<file path="config.mk">
export PLATFORM = sky130hd
export DESIGN_NAME = maze_wall_renderer
export DESIGN_NICKNAME = d
export VERILOG_FILES = /design/src/rtl/maze_wall_renderer.sv
export SDC_FILE = /design/constraint.sdc
export NUM_CORES = 1
export LEC_CHECK = 0
export CAP_MARGIN = 0
export CORE_ASPECT_RATIO = 1.1
export CORE_UTILIZATION = 45
export CTS_CLUSTER_DIAMETER = 200
export DETAILED_ROUTE_END_ITERATION = 7
export GPL_ROUTABILITY_DRIVEN = 0
export PLACE_DENSITY = 0.69
export RECOVER_POWER = 25
export SYNTH_ARGS = -nofsm -noshare
export SYNTH_HDL_FRONTEND = slang
export SYNTH_SLANG_ARGS = --single-unit
</file>
<file path="constraint.sdc">
create_clock -name pixel_clk -period 5.8 [get_ports pixel_clk]
set_input_delay 1.16 -clock pixel_clk [delete_from_list [all_inputs] [get_ports pixel_clk]]
set_output_delay 1.16 -clock pixel_clk [all_outputs]
set_load 0.01 [all_outputs]
</file>
<file path="src/rtl/maze_wall_renderer.sv">
// Maze wall renderer: draws a COLS x ROWS cell grid with per-edge walls and a forced border.
// Wall maps are double-buffered and promoted only at the frame boundary, so a frame never tears.
module maze_wall_renderer #(
  parameter int          COLS     = 5,
  parameter int          ROWS     = 5,
  parameter int          CELL     = 80,
  parameter int          WALL     = 2,
  parameter int          ORIGIN_X = 120,
  parameter int          ORIGIN_Y = 0,
  parameter int          V_ACTIVE = 480,
  parameter logic [11:0] WALL_RGB = 12'hFFF,
  parameter logic [11:0] BG_RGB   = 12'h000
) (
  input  logic                 pixel_clk,
  input  logic                 reset,
  input  logic [10:0]          hcount,
  input  logic [10:0]          vcount,
  input  logic                 blank,
  input  logic                 hs_in,
  input  logic                 vs_in,
  input  logic [COLS*ROWS-1:0] map_h,
  input  logic [COLS*ROWS-1:0] map_v,
  input  logic                 map_load,
  output logic                 map_ack,
  output logic                 frame_swap,
  output logic [3:0]           vga_r,
  output logic [3:0]           vga_g,
  output logic [3:0]           vga_b,
  output logic                 hs_out,
  output logic                 vs_out
);

  localparam int NB = COLS * ROWS;
  localparam int IW = (NB > 1) ? $clog2(NB) : 1;

  localparam logic [7:0]    CELL_LAST = 8'(CELL - 1);
  localparam logic [7:0]    WALL_EDGE = 8'(CELL - WALL);
  localparam logic [7:0]    WALL_T    = 8'(WALL);
  localparam logic [3:0]    COL_LAST  = 4'(COLS - 1);
  localparam logic [3:0]    ROW_LAST  = 4'(ROWS - 1);
  localparam logic [IW-1:0] ROWS_W    = IW'(ROWS);
  localparam logic [10:0]   OX        = 11'(ORIGIN_X);
  localparam logic [10:0]   OY        = 11'(ORIGIN_Y);
  localparam logic [10:0]   VB        = 11'(V_ACTIVE);

  function automatic logic is_wall(input logic ix, input logic iy,
                                   input logic [7:0] xo, input logic [7:0] yo,
                                   input logic [3:0] c, input logic [3:0] r,
                                   input logic bh, input logic bv);
    logic w;
    w = ((yo >= WALL_EDGE) && (bh || (r == ROW_LAST))) ||
        ((xo >= WALL_EDGE) && (bv || (c == COL_LAST))) ||
        ((c == 4'd0) && (xo < WALL_T)) ||
        ((r == 4'd0) && (yo < WALL_T));
    return ix && iy && w;
  endfunction

  logic [NB-1:0] shadow_h, shadow_v, active_h, active_v;
  logic          pending;
  logic          boundary;

  assign boundary = (hcount == 11'd0) && (vcount == VB);

  // A load on the boundary cycle still swaps in the previous shadow; the new map waits a frame.
  always_ff @(posedge pixel_clk) begin
    if (reset) begin
      shadow_h   <= '0;
      shadow_v   <= '0;
      active_h   <= '0;
      active_v   <= '0;
      pending    <= 1'b0;
      map_ack    <= 1'b0;
      frame_swap <= 1'b0;
    end else begin
      map_ack    <= map_load;
      frame_swap <= boundary && pending;
      if (boundary && pending) begin
        active_h <= shadow_h;
        active_v <= shadow_v;
      end
      if (map_load) begin
        shadow_h <= map_h;
        shadow_v <= map_v;
        pending  <= 1'b1;
      end else if (boundary && pending) begin
        pending  <= 1'b0;
      end
    end
  end

  // Stage 1: incremental cell/offset trackers plus registered blank and syncs.
  logic [7:0] xoff_p1, yoff_p1;
  logic [3:0] col_p1, row_p1;
  logic       in_x_p1, in_y_p1;
  logic       vld_p1, hs_p1, vs_p1;

  always_ff @(posedge pixel_clk) begin
    if (reset) begin
      xoff_p1 <= '0;
      col_p1  <= '0;
      in_x_p1 <= 1'b0;
      yoff_p1 <= '0;
      row_p1  <= '0;
      in_y_p1 <= 1'b0;
      vld_p1  <= 1'b0;
      hs_p1   <= 1'b0;
      vs_p1   <= 1'b0;
    end else begin
      vld_p1 <= ~blank;
      hs_p1  <= hs_in;
      vs_p1  <= vs_in;

      if (hcount == OX) begin
        xoff_p1 <= '0;
        col_p1  <= '0;
        in_x_p1 <= 1'b1;
      end else if (in_x_p1) begin
        if (xoff_p1 == CELL_LAST) begin
          xoff_p1 <= '0;
          if (col_p1 == COL_LAST) in_x_p1 <= 1'b0;
          else                    col_p1  <= col_p1 + 4'd1;
        end else begin
          xoff_p1 <= xoff_p1 + 8'd1;
        end
      end

      if (hcount == 11'd0) begin
        if (vcount == OY) begin
          yoff_p1 <= '0;
          row_p1  <= '0;
          in_y_p1 <= 1'b1;
        end else if (in_y_p1) begin
          if (yoff_p1 == CELL_LAST) begin
            yoff_p1 <= '0;
            if (row_p1 == ROW_LAST) in_y_p1 <= 1'b0;
            else                    row_p1  <= row_p1 + 4'd1;
          end else begin
            yoff_p1 <= yoff_p1 + 8'd1;
          end
        end
      end
    end
  end

  logic [IW-1:0] idx_p1;
  logic          wall_p1;

  assign idx_p1  = IW'(col_p1) * ROWS_W + IW'(row_p1);
  assign wall_p1 = is_wall(in_x_p1, in_y_p1, xoff_p1, yoff_p1, col_p1, row_p1,
                           active_h[idx_p1], active_v[idx_p1]);

  // Stage 2: colour decision and sync alignment.
  logic [11:0] rgb_p2;
  logic        hs_p2, vs_p2;

  always_ff @(posedge pixel_clk) begin
    if (reset) begin
      rgb_p2 <= '0;
      hs_p2  <= 1'b0;
      vs_p2  <= 1'b0;
    end else begin
      rgb_p2 <= !vld_p1 ? 12'h000 : (wall_p1 ? WALL_RGB : BG_RGB);
      hs_p2  <= hs_p1;
      vs_p2  <= vs_p1;
    end
  end

  assign {vga_r, vga_g, vga_b} = rgb_p2;
  assign hs_out = hs_p2;
  assign vs_out = vs_p2;

endmodule

</file>
# After elaboration in Yosys (flattened, before gate mapping)
# Cells that the tools add are included.
# classes
div	0
eq_ne	7
bitwise	3
n_mul	1
reduce_logical	25
n_lt_le_gt_ge	5
n_mux	23
shifts	0
n_addsub	5
# op_table
cell	n
2-to-1 mux 8 bit	4
zero test 11 bit	2
adder 8 x 1 -> 8 bit (second input constant)	2
equality test 8 x 7 -> 1 bit (second input constant)	2
>= comparator 8 x 7 -> 1 bit (second input constant)	2
< comparator 8 x 2 -> 1 bit (second input constant)	2
2-to-1 mux 4 bit	4
2-to-1 mux 1 bit	12
2-to-1 mux 12 bit	1
equality test 11 x 7 -> 1 bit (second input constant)	1
equality test 11 x 9 -> 1 bit (second input constant)	1
binary-select mux 1 bit (select 5 bit)	2
adder 4 x 1 -> 4 bit (second input constant)	2
equality test 4 x 3 -> 1 bit (second input constant)	2
logical AND 1 bit	8
zero test 4 bit	2
< comparator 5 x 6 -> 1 bit (second input constant)	1
nonzero test 2 bit	3
adder 5 x 4 -> 5 bit	1
logical OR 1 bit	5
multiplier 4 x 3 -> 5 bit (second input constant)	1
AND reduction 4 bit	1
OR reduction 2 bit	2
inverter 1 bit	3
other kinds (3)	3
# totals
romBits	0
in_bits	78
n_memories	0
mem_bits_rw	0
word_cells	88
ff_bits	146
latchBits	0

# Longest topological paths before layout
# Gate-level depths: netlist of the first run.
# logic_depth
ltp_word	11
depth_mapped	10

# Least setup slack after synthesis of the first run
# OpenSTA, ideal clock, no wires.
# synth_timing
path_type	register to register
from	register col_p1[2]
to	register rgb_p2[10]
slack_ps	2844
setup_time_ps	137
path_stages_with_launch	10
path_buffers	2
period_less_slack_ps	2956
arrival_ps	2819
path_cell_list	dfxtp_1 -> ha_1 -> ha_1 -> fa_1 -> buf_2 -> buf_2 -> mux4_2 -> o21a_1 -> o311ai_0 -> o2111ai_1
# synth_via
elab_chain_len	11
elab_cells_between_ends	18
cone_classes	1 x add/sub; 1 x mul; 1 x eq/ne; 5 x mux; 10 x reduce/logical
# synth_lines
item	line	source
start, declared	93	logic [3:0] col_p1, row_p1;
start signal, assigned	121	else col_p1 <= col_p1 + 4'd1;
multiplier 4 x 3 -> 5 bit	148	assign idx_p1 = IW'(col_p1) * ROWS_W + IW'(row_p1);
adder 5 x 4 -> 5 bit	148	
binary-select mux 1 bit (select 5 bit)	150	active_h[idx_p1], active_v[idx_p1]);
2-to-1 mux 1 bit (not written as such)	150	
logical OR 1 bit (on tied branches)	51, 52	
logical AND 1 bit (on tied branches)	51, 52	
logical OR 1 bit	51	w = ((yo >= WALL_EDGE) && (bh || (r == ROW_LAST))) ||
logical OR 1 bit (*)	52	((xo >= WALL_EDGE) && (bv || (c == COL_LAST))) ||
logical OR 1 bit (*)	53	((c == 4'd0) && (xo < WALL_T)) ||
logical AND 1 bit (*)	55	return ix && iy && w;
2-to-1 mux 12 bit (*)	162	rgb_p2 <= !vld_p1 ? 12'h000 : (wall_p1 ? WALL_RGB : BG_RGB);
end signal, assigned	162	
end, declared	153	logic [11:0] rgb_p2;
# Mark *: on every way between the ends. The rest lies on a longest branch, timed or not. The select of a mux whose other input is x is not followed.
# A chain may end at the register's enable or synchronous reset.

# Worst setup path in the final report of the first run
# layout_timing
from	input reset
to	register shadow_v[23]
# layout_lines
item	line	source
start, declared	15	input logic reset,
end signal, assigned	83	shadow_v <= map_v;
end, declared	58	logic [NB-1:0] shadow_h, shadow_v, active_h, active_v;
# No word-level cell between the ends.

==> metrics.txt, run 1 <==
status=complete, but fails checks; failing checks=design-rule violations, max-capacitance violations, max-slew violations; VDD IR max=~180 uV; CTS H-Tree Depth=4; most common flop cell mapped by yosys=dfxtp_1; maximum capacitance violations=1; fmax=between 0.2 and 0.3 GHz; Port Buffer Count=93; period utilization=63.74%; Tot GR Track Use=18.92%; Via density=5.258; nets=817; synthesized cell area=slightly below 6000 sq um; multi-input logic area=between 2000 and 3000 sq um; Avg Cell Area, Syn=approximately 9 sq um; initial drt markers=196; Chip Width=approximately 110 microns; Synth Area in Adders=roughly 4.0%; number of global-route vias before repair=approximately 4.5k; Final Instance Area=about 7300 sq um; CTS tree=yes; row cnt=43; Unique masters post-synth=50; final WL=roughly 12000 microns; Setup Fix Bufs, Post-CTS=0; Hold Path Class=reg2reg; Finished Layout Cells=slightly below 900; fraction of the mapped netlist area in compound gates=roughly 7.8%; Design Power=roughly 0.0020 W; Antenna diodes=0; simple-gate share of the synthesized area=between 20 and 25%; Die ar.=approximately 14000 sq um; total grt overflow=0; Ys Warns=0; Initial Utilization=between 40% and 50%; worst r2r src=col_p1[2]; largest net degree at the start of global routing=68; Worst-path clk slew=0.05 ns; largest buffer count on any clock path=2; Hold Fails Final Rpt=0; sequential standard cell area=about 2700 sq um; Placed Cells=roughly 860; CP endpoint kind=register; Area Overhead vs Synth=23.31%; Die Y=~120 microns; Post-synth EDFFs=0; initial antenna violation count=0; Area contributors post-synth=dfxtp_1 45%, mux2i_1 9.6%, nand2_1 6.9%; main combinational cell family by area after synthesis=simple AND/OR/NAND/NOR gates; mux cell area share after synthesis=between 10 and 15%; CP Class=in2reg; crit start category=primary input; Synth Area in XOR/XNOR=3.090%; Post-Place Cell Area=6829 sq um; maximum fanout along the worst path=67; Pre-antenna DRT Iters=7; Pleak=roughly 2.8 nW; HP Start=hs_p1; min cycle time layout=between 3 and 4 ns; hold-fix buffers at CTS=0; CTS buffer count=17; worst slack, placed=between 2 and 2.5 ns; RSZ-0062 raised after global routing=no; final worst-path setup slack=2.103 ns; post-CTS sizing=0; Root Buffer=clkbuf_16; post-DP HPWL=approximately 8400 microns; CP required=6.04 ns; # IOs=94; #FFs+latches synth=135; Slew Limit Fails=52; first-pass GRT wire length=20540 microns; P per Cell Area=~280 nW/um^2; Routed WL per cell=roughly 14 microns; ANT nets after route=0; synthesized instance count=between 600 and 700; Slew headroom=-41.13%; Slew @ Worst Pin=around 2.1 ns; Synth area leader=dfxtp_1; worst skew pair latency=0.41 ns; syn nets=about 750; fill cell count=~1.1k; post-synthesis sequential area ratio=a little under half; Setup Viol. Count Final=0; Crit path arrival time=roughly 3.9 ns; crit path from=reset; Sink Count=between 100 and 150; total negative setup slack=0 ns; share of the synthesized area in the top cell type=45.40%; core area=around 13000 sq um; Setup Skew=0.007189 ns; drt drc=6; layout cells sized above 1=under 10%; Synth async-reset ratio=0%; vias=approximately 4.7k
## per-layer routing
metal,GRT usage [%],wire length (microns)
met5,0,0
met1,21.31,5106
met2,34.20,6390
met3,4.790,506
met4,7.686,121
## cells by family (layout without fill, tap and decap cells)
group / after synthesis / after routing
simple gates: 266 / 266
flops: 135 / 135
compound gates: 84 / 84
mux: 70 / 70
buf+inv: 62 / 135
xor+xnor: 21 / 21
fa+ha+maj: 18 / 18
## metrics by stage
stage          hold WS, ns  util [%]
2_1_floorplan       0.4138         -
3_3_place_gp        0.4191     53.56
3_5_place_dp        0.4242     53.56
4_1_cts             0.4370     57.62
5_1_grt             0.4476     57.57
6_report            0.4341     57.57
## report_power, final
part / switching, W / internal (W)
registers: 0.0000121 / 0.000952
logic: 0.0000455 / 0.0000710
clock network: 0.000358 / 0.000598
total: 0.000416 / 0.00162
## path summary, 6_finish.rpt
check | endpoint | slack [ns] | depth (start not counted)
min | hs_out | 0.43 | 1
min reg2reg | hs_out | 0.43 | 1
max reg2reg | rgb_p2[10] | 2.32 | 7
max | shadow_v[23] | 2.10 | 3
## worst max-delay path, stage by stage
cell and delay (ns):
clkbuf_1 1.47, clkbuf_2 1.15, nor2_1 0.12
## cell type report
type	count	share of cell area [%]
clock buffer	23	6.375
timing repair buffer	97	12.90
tap	157	2.676
multi-input combinational	459	39.99
clock inverter	4	0.6818
sequential	135	36.82
inverter	11	0.5625
## registers in the layout, summed over array words and instances, names as in the netlist
register    cells
in_y_p1         1
row_p1          4
pending         1
vs_out          1
frame_swap      1
rgb_p2          1
active_h       25
hs_out          1
active_v       25
vs_p1           1
vld_p1          1
shadow_v       25
col_p1          4
hs_p1           1
yoff_p1         8
xoff_p1         8
in_x_p1         1
shadow_h       25
map_ack         1
## cells in the final DEF, fill, tap and decap left out, types with 3 or more instances in the layout
cell	n
a211oi_1	4
a21oi_1	61
a31oi_1	3
buf_4	3
clkbuf_1	5
clkbuf_16	17
clkdlybuf4s50_1	91
dfxtp_1	135
ha_1	16
inv_1	11
mux2_2	3
mux2i_1	57
mux4_2	10
nand2_1	110
nand2b_1	5
nand3_1	16
nand3b_1	4
nand4_1	6
nor2_1	83
nor2b_1	6
nor3_1	9
nor4_1	5
nor4b_1	3
o21ai_0	4
xnor2_1	14
xor2_1	7
## cell usage after synthesis, drive strengths merged (3+ instances only)
cell type    n
dfxtp      135
nand2      110
nor2        83
a21oi       61
mux2i       57
buf         33
clkbuf      18
nand3       17
ha          16
xnor2       14
inv         11
mux4        10
nor3         9
nor4         8
xor2         7
nand4        6
nor2b        6
nand2b       5
a211oi       4
nand3b       4
o21ai        4
a31oi        3
mux2         3
nor4b        3
(Power assumes the default switching activity.)
==> run 2, diff against run 1 <==
Settings changed: PLACE_DENSITY 0.69 to 0.71.
Clock period 5.8 ns to 3.2 ns, I/O delays scaled along.
==> metrics.txt, run 2 (synthesis results as in run 1) <==
sequential standard cell area=around 2700 sq um; Antenna diodes=0; Crit path arrival time=3.30 ns; Setup Fix Bufs, Post-CTS=0; total negative setup slack=0 ns; reg-to-reg slack, setup=about 0.16 ns; Sink Count=roughly 140; period utilization=94.84%; post-CTS sizing=0; Post-Place Cell Area=between 6000 and 7000 sq um; fmax=approximately 0.33 GHz; number of global-route vias before repair=4584; sequential share of power=between 40 and 50%; Pleak=around 2.8 nW; Die Y=around 120 microns; largest buffer count on any clock path=2; Initial Utilization=46.69%; worst r2r src=col_p1[1]; worst skew pair latency=0.42 ns; Placed Cells=between 800 and 900; core area=about 13000 sq um; Pre-antenna DRT Iters=6; Internal Power=around 0.003 W; # IOs=94; CP Class=reg2reg; drt drc=6; hold-fix buffers at CTS=0; failing checks=design-rule violations, max-capacitance violations, max-slew violations; row cnt=43; Chip Width=about 110 microns; Slew Limit Fails=46; Hold Path Class=reg2reg; nets=slightly above 800; total grt overflow=0; worst reg2reg endpoint=rgb_p2[10]; multi-input logic area=around 2900 sq um; logic gate share of total power=approximately 5.6%; Critical Path End=rgb_p2[10]; vias=4713; switching share of power=a little over 20%; Finished Layout Cells=between 800 and 900; Worst-path clk slew=approximately 0.050 ns; fill cell count=1113; Root Buffer=clkbuf_16; layout cells sized above 1=approximately 7.6%; largest net degree at the start of global routing=74; RSZ-0062 raised after global routing=no; Via density=between 5 and 6; most frequent cells in the layout=135 x dfxtp_1, 110 x nand2_1, 91 x clkdlybuf4s50_1, 83 x nor2_1, 61 x a21oi_1; CP required=roughly 3.5 ns; min cycle time layout=3.035 ns; most common cell after layout, fill and taps aside=dfxtp_1; crit path from=col_p1[1]; post-DP HPWL=roughly 9000 microns; Clock power frac=48.4%; maximum capacitance violations=1; Hold Fails Final Rpt=0; Slew headroom=-28.70%; Setup Viol. Count Final=0; Setup Skew=just under 0.01 ns; final WL=around 13000 microns; Final Instance Area=approximately 7400 sq um; ANT nets after route=0; CTS buffer count=17; VDD IR max=~390 uV; Slew @ Worst Pin=approximately 1.9 ns; initial drt markers=227; Area Overhead vs Synth=25.01%; Port Buffer Count=between 90 and 100; Routed WL per cell=between 10 and 15 microns; first-pass GRT wire length=approximately 21000 microns; crit start category=register; status=complete, but fails checks; Tot GR Track Use=19.52%; initial antenna violation count=0; CTS tree=yes; P per Cell Area=just over 500 nW/um^2; maximum fanout along the worst path=6; sw power=0.0007669 W; CP endpoint kind=register; Die ar.=13690 sq um; CTS H-Tree Depth=4; Worst R2R Path Depth=9
run 2: cell count changes in the layout (fill, tap and decap cells not counted), sizes merged:
cell | previous run | this run
clkbuf | 25 | 28
clkinv | 1 | 2
clkinvlp | 2 | 0
buf | 4 | 10
run 2: per-stage QoR:
step                setup WS (ns)  hold slack, ns  total power [W]  util, %
floorplan                  0.2438          0.4138         0.001873        -
global placement           0.3080          0.4221         0.001991    54.01
global route              0.02025          0.4596         0.003935    58.37
CTS                        0.1601          0.4387         0.003829    58.39
finish                     0.1650          0.4323         0.003797    58.37
detailed placement         0.1862          0.4264         0.001998    54.01
run 2: final cells by class:
class	count	area share (%)
multi-input combinational	459	39.44
sequential	135	36.31
timing repair buffer	103	13.53
clock buffer	26	6.977
tap	157	2.640
inverter	11	0.5548
clock inverter	3	0.5380
run 2: worst max-delay path: stages (launching register included):
cell       delay, ns
dfxtp_1         0.43
ha_1            0.28
fa_1            0.46
ha_1            0.33
xor2_1          0.45
buf_4           0.23
a221oi_1        0.06
o21a_1          0.12
o311ai_0        0.34
o2111ai_1       0.18
run 2: layer usage:
metal,GRT usage (%),part of all wire (%)
met1,23.20,44
met2,34.47,51
met3,4.593,4.0
met4,7.010,1.1
met5,0,0
run 2: how the worst min path moves through the flow:
stage | from | endpoint | slack, ns | depth (start not counted)
after global placement | hs_p1 | hs_out | 0.42 | 1
after CTS | vs_p1 | vs_out | 0.44 | 1
after detailed placement | vs_p1 | vs_out | 0.43 | 1
final | vs_p1 | vs_out | 0.43 | 1
after floorplan | hs_p1 | hs_out | 0.41 | 1
after global routing | vs_p1 | vs_out | 0.46 | 1
run 2: power by group through the flow:
stage	clock network [W]	logic, W	registers, W
floorplan	0	0.0000981	0.00177
CTS	0.00187	0.000217	0.00175
finish	0.00184	0.000214	0.00175
global route	0.00195	0.000233	0.00175
detailed placement	0	0.000216	0.00178
global placement	0	0.000210	0.00178
